**src/rtl/mem_pipe_if.sv**
```systemverilog
// mem_pipe_if: request/response bus between a memory client and mem_pipe
interface mem_pipe_if #(
  parameter int ADDR_WIDTH = 5,
  parameter int DATA_WIDTH = 8,
  parameter int RESP_DEPTH = 4
);
  localparam int CW = $clog2(RESP_DEPTH + 1);
  logic req_valid;
  logic req_ready;
  logic req_write;
  logic [ADDR_WIDTH-1:0] req_addr;
  logic [DATA_WIDTH-1:0] req_wdata;
  logic resp_valid;
  logic resp_ready;
  logic [DATA_WIDTH-1:0] resp_rdata;
  logic [CW-1:0] outstanding;
  modport master (
    output req_valid, req_write, req_addr, req_wdata, resp_ready,
    input  req_ready, resp_valid, resp_rdata, outstanding
  );
  modport slave (
    input  req_valid, req_write, req_addr, req_wdata, resp_ready,
    output req_ready, resp_valid, resp_rdata, outstanding
  );
endinterface

```
**src/rtl/mem_pipe.sv**
```systemverilog
// mem_pipe: single-port memory with latency pipeline and back-pressurable in-order read responses
module mem_pipe #(
  parameter int ADDR_WIDTH = 5,
  parameter int DATA_WIDTH = 8,
  parameter int READ_LATENCY = 1,
  parameter int RESP_DEPTH = 4
) (
  input logic clk,
  input logic rst,
  mem_pipe_if.slave bus
);
  localparam int CW = $clog2(RESP_DEPTH + 1);
  localparam int PW = RESP_DEPTH > 1 ? $clog2(RESP_DEPTH) : 1;
  logic [DATA_WIDTH-1:0] mem [2**ADDR_WIDTH];
  logic [DATA_WIDTH-1:0] fifo [RESP_DEPTH];
  logic [PW-1:0] wp, rp;
  logic [CW-1:0] cnt, oc;
  logic [DATA_WIDTH-1:0] last;
  logic acc, rd, pop, push;
  logic [DATA_WIDTH-1:0] push_d;
  function automatic logic [PW-1:0] nxt(input logic [PW-1:0] p);
    return p == PW'(RESP_DEPTH - 1) ? '0 : p + 1'b1;
  endfunction
  assign bus.req_ready = !rst && oc < CW'(RESP_DEPTH);
  assign acc = bus.req_valid && bus.req_ready;
  assign rd = acc && !bus.req_write;
  assign pop = bus.resp_valid && bus.resp_ready;
  assign bus.resp_valid = cnt != '0;
  assign bus.resp_rdata = bus.resp_valid ? fifo[rp] : last;
  assign bus.outstanding = oc;
  always_ff @(posedge clk)
    if (acc && bus.req_write) mem[bus.req_addr] <= bus.req_wdata;
  generate
    if (READ_LATENCY == 1) begin : g_direct
      assign push = rd;
      assign push_d = mem[bus.req_addr];
    end else begin : g_pipe
      logic [READ_LATENCY-2:0] pv;
      logic [DATA_WIDTH-1:0] pd [READ_LATENCY-1];
      always_ff @(posedge clk) begin
        pv[0] <= !rst && rd;
        pd[0] <= mem[bus.req_addr];
        for (int i = 1; i < READ_LATENCY - 1; i++) begin
          pv[i] <= !rst && pv[i-1];
          pd[i] <= pd[i-1];
        end
      end
      assign push = pv[READ_LATENCY-2];
      assign push_d = pd[READ_LATENCY-2];
    end
  endgenerate
  always_ff @(posedge clk) begin
    if (push) fifo[wp] <= push_d;
    if (rst) begin
      wp <= '0;
      rp <= '0;
      cnt <= '0;
      oc <= '0;
      last <= '0;
    end else begin
      wp <= push ? nxt(wp) : wp;
      rp <= pop ? nxt(rp) : rp;
      cnt <= cnt + CW'(push) - CW'(pop);
      oc <= oc + CW'(rd) - CW'(pop);
      if (pop) last <= fifo[rp];
    end
  end
endmodule
```
**src/flat_wrapper.sv**
```systemverilog
// flat-port wrapper written by rule: the top's interface ports become plain ports
module mem_pipe_flat 
#(
  parameter int ADDR_WIDTH = 5,
  parameter int DATA_WIDTH = 8,
  parameter int READ_LATENCY = 1,
  parameter int RESP_DEPTH = 4
)
  (clk, rst, bus_req_valid, bus_req_write, bus_req_addr, bus_req_wdata, bus_resp_ready, bus_req_ready, bus_resp_valid, bus_resp_rdata, bus_outstanding);
  mem_pipe_if #(.ADDR_WIDTH(ADDR_WIDTH), .DATA_WIDTH(DATA_WIDTH), .RESP_DEPTH(RESP_DEPTH)) bus_i ();
  input logic clk;
  input logic rst;
  input wire logic [$bits(bus_i.req_valid)-1:0] bus_req_valid;
  input wire logic [$bits(bus_i.req_write)-1:0] bus_req_write;
  input wire logic [$bits(bus_i.req_addr)-1:0] bus_req_addr;
  input wire logic [$bits(bus_i.req_wdata)-1:0] bus_req_wdata;
  input wire logic [$bits(bus_i.resp_ready)-1:0] bus_resp_ready;
  output wire logic [$bits(bus_i.req_ready)-1:0] bus_req_ready;
  output wire logic [$bits(bus_i.resp_valid)-1:0] bus_resp_valid;
  output wire logic [$bits(bus_i.resp_rdata)-1:0] bus_resp_rdata;
  output wire logic [$bits(bus_i.outstanding)-1:0] bus_outstanding;
  assign bus_i.req_valid = bus_req_valid;
  assign bus_i.req_write = bus_req_write;
  assign bus_i.req_addr = bus_req_addr;
  assign bus_i.req_wdata = bus_req_wdata;
  assign bus_i.resp_ready = bus_resp_ready;
  assign bus_req_ready = bus_i.req_ready;
  assign bus_resp_valid = bus_i.resp_valid;
  assign bus_resp_rdata = bus_i.resp_rdata;
  assign bus_outstanding = bus_i.outstanding;
  mem_pipe #(.ADDR_WIDTH(ADDR_WIDTH), .DATA_WIDTH(DATA_WIDTH), .READ_LATENCY(READ_LATENCY), .RESP_DEPTH(RESP_DEPTH)) u_core (.clk(clk), .rst(rst), .bus(bus_i));
endmodule
```
**config.mk**
```make
export PLATFORM = sky130hd
export DESIGN_NAME = mem_pipe_flat
export DESIGN_NICKNAME = d
export VERILOG_FILES = /design/src/rtl/mem_pipe_if.sv /design/src/rtl/mem_pipe.sv /design/src/flat_wrapper.sv
export SDC_FILE = /design/constraint.sdc
export NUM_CORES = 1
export LEC_CHECK = 0
export BUFFER_PORTS_ARGS = -buffer_cell sky130_fd_sc_hd__buf_2
export CAP_MARGIN = 5
export CORE_AREA = 4 4 170 172
export DETAILED_ROUTE_END_ITERATION = 8
export DIE_AREA = 0 0 174 176
export PLACE_DENSITY = 0.64
export SYNTH_ARGS = -nofsm -noshare
export SYNTH_HDL_FRONTEND = slang
export SYNTH_SLANG_ARGS = --single-unit
```
**constraint.sdc**
```tcl
create_clock -name clk -period 2.73 [get_ports clk]
set_input_delay 0.546 -clock clk [delete_from_list [all_inputs] [get_ports clk]]
set_output_delay 0.546 -clock clk [all_outputs]
set_load 0.02 [all_outputs]
```
==> qor.txt <==
final worst clock skew: 0.02321 ns
number of global-route vias before repair: 6,699
antenna-violating nets left: 0
Critical R2R Launch: u_core.cnt[1]$_SDFF_PP0_
clock input transition at the sequential cells of the worst setup and hold paths: 0.06 ns
Util after Layout: 50.94%
post-detailed-route DRC marker count: 0
number of nets produced by synthesis: 751
crit path launch type: flop
GRT Resource Usage Total: 16.95%
top area cells in the synthesized netlist: edfxtp_1 (71%), mux2i_1 (11%), dfxtp_1 (3.3%)
sequential cell area in the final layout: 9049 um^2
critical setup path kind: reg -> out
Internal Power: 8.089 mW
run status: completed
Slew headroom: 49.80%
Initial Util: 44.41%
Cell Area, Synth: 12,200 um^2
worst hold path startpoint: bus_resp_ready
net switching power: 2.386 mW
routed wire length: 26.16 mm
number of fillers in the final layout: 2,244
Least-Margin Pin Slew: 0.7531 ns
area share of the largest cell type after synthesis: 70.88%
switching share of total power: 22.78%
RSZ-0062 raised after global routing: false
number of distinct library cell variants in the gate-level netlist after synthesis: 38
maximum capacitance violations: 0
worst endpoint data arrival time: 2.03 ns
mean number of vias per cell: 5.608
total count of max-transition violations in the final report: 0
register area share after synthesis: 74.16%
slowest cell delay on critical path: 0.55 ns
standby leakage power: 4.931 nW
# H-tree levels: 1
area occupied by multi-input gates: 2907 um^2
critical path peak fanout: 8
Iteration-0 DRC Markers: 560
end of the worst register-to-register path: u_core.cnt[2]$_SDFF_PP0_
area delta synth->final: 14.70%
TritonCTS clock tree: done
Worst R2R Path Depth: 10
Yosys top cell by area: edfxtp_1
end point of the most critical hold path: u_core.last[4]$_SDFFE_PP0P_
antenna violations before repair: 0
number of warning messages in the yosys log: 0
time the final worst path needs with I/O delays and setup: 2.572 ns
period utilisation layout: 94.21%
CTS Buf Count: 31
total negative slack: 0 ns
share of power burned in combinational logic: 10.7%
height of the die: 176 um
share of cells above drive strength 1: 18.55%
Worst setup EP type: output pin
Mapped Cells: 723
portion of total power attributed to the clock network: 38.5%
Root Buffer Master: clkbuf_16
post-synthesis area per instance: 16.88 um^2
Flop pwr share: 50.9%
synthesized flop and latch total: 308
row count: 61
setup violation total in the final timing report: 0
largest net degree at the start of global routing: 33
detailed placement HPWL: 17.00 mm
critical path, cell by cell: buf_4 -> mux4_2 -> mux2_2 -> buf_2
CTS Buffer Depth: 3
postcts setup bufs: 0
Core Region: 27,480 um^2
maximum operating frequency: 388.8 MHz
Die X-Extent: 174 um
Hold Path Cell Cnt: 5
highest-delay cell along the critical path: mux4_2
Avg WL per Cell: 22.34 um
remaining global-route overflow: 0
area of the die: 30,620 um^2
critical path required time: 2.18 ns
insertion delay to the later sink of the worst-skew pair: 0.56 ns
first-pass detailed-route iteration total: 5
number of sinks on the clock net: 308
setup slack of the worst register-to-register path: 0.35 ns
total power divided by cell area: 748.4 nW/um^2
antenna cells: 0
count of buffers inserted at the top-level ports: 30
global-route wire length before repair: 39.96 mm
number of top-level pins: 31
path category of the worst min-delay check: in -> reg
count of hold-fix buffers inserted at cts: 0
quantity of gates resized following cts: 0
final hold violation count: 0
worst voltage drop across the vdd grid: 0.5731 mV
final RePlAce weighted congestion: 0.8407
final net count: 831
routed via count: 6,567
power by group through the flow:
stage | registers (mW) | logic, mW | clock network (mW)
global placement | 5.42 | 1.09 | 0
floorplan | 5.43 | 0.755 | 0
global route | 5.34 | 1.22 | 4.35
CTS | 5.33 | 1.13 | 4.12
detailed placement | 5.43 | 1.12 | 0
finish | 5.33 | 1.12 | 4.03
routing by layer:
layer / vias to the layer above / GRT usage, % / share of wire (%)
met1: 3290 / 21.79 / 40
li1: 3008 / - / -
met5: - / 0 / 0
met4: 0 / 5.378 / 3.3
met3: 59 / 2.570 / 5.2
met2: 210 / 29.89 / 51
layout make-up:
class | count | area share [%]
Clock buffer | 36 | 5.677
Clock inverter | 19 | 1.305
Inverter | 9 | 0.2414
Multi-Input combinational cell | 366 | 20.77
Sequential cell | 308 | 64.65
Tap cell | 346 | 3.093
Timing Repair Buffer | 87 | 4.264
Yosys cell counts, drive strengths merged:
library cell,instances
nor4,16
fa,2
edfxtp,288
nand4bb,7
or3b,2
nor2b,3
nand3b,2
or4,1
inv,9
nor2,42
buf,31
or4b,4
nand4,1
o22ai,64
or3,3
mux2,8
nor3,4
dfxtp,20
clkbuf,9
and2,4
ha,8
nand3,1
mux4,8
a21oi,14
nor4b,1
mux2i,128
xor2,1
xnor2,4
nand4b,4
nand2,34
critical path: cells and delay by family, from the launching register on:
| kind | cells | cell delay [ns] |
|---|---|---|
| buf+inv | 2 | 0.35 |
| flops | 1 | 0.30 |
| mux | 2 | 0.83 |
cells by family after synthesis:
group	Yosys count	share of synthesized area, %
flops	308	74.16
mux	144	12.72
simple gates	129	5.691
compound gates	78	3.907
buf+inv	49	2.020
fa+ha+maj	10	1.149
xor+xnor	5	0.3589
worst max path at each step:
stage                        startpoint                          end  slack (ns)  cells after the start
6_report                           flop            bus_resp_rdata[2]        0.16                      4
5_1_grt                            flop            bus_resp_rdata[2]        0.04                      4
3_3_place_gp            bus_req_addr[1]  u_core.fifo[0][2]$_DFFE_PP_        0.15                      7
3_5_place_dp            bus_req_addr[1]  u_core.fifo[0][2]$_DFFE_PP_        0.05                      7
2_1_floorplan  u_core.cnt[1]$_SDFF_PP0_     u_core.cnt[2]$_SDFF_PP0_        0.29                     11
4_1_cts                            flop            bus_resp_rdata[2]        0.12                      4
registers in the layout, summed over array words and instances (netlist names), named ones only:
name                    flops
u_core.mem                256
u_core.fifo                32
u_core.last                 8
u_core.bus.outstanding      3
u_core.cnt                  3
u_core.rp                   2
u_core.wp                   2
metrics by stage:
stage               hold slack [ns]  std cells  setup slack [ns]  total power, mW  cell area, um^2
global placement             0.4394       1116            0.1455            6.510            13020
floorplan                    0.4338        723            0.2934            6.180            12200
CTS                          0.4084       1171            0.1161            10.59            14000
detailed placement           0.4549       1116           0.04797            6.553            13020
global route                 0.4286       1171           0.03909            10.91            14000
finish                       0.4264       1171            0.1580            10.47            14000
cells in the final DEF, fill, tap and decap left out, types with 14 or more instances in the layout:
cell	synthesis	layout
clkbuf_16	0	31
buf_2	22	29
buf_4	3	56
nor2_1	42	42
a21oi_1	14	14
mux2i_1	128	128
edfxtp_1	288	288
nand2_1	33	33
nor4_1	16	16
dfxtp_1	20	20
o22ai_1	63	63
(Power assumes the default switching activity.)
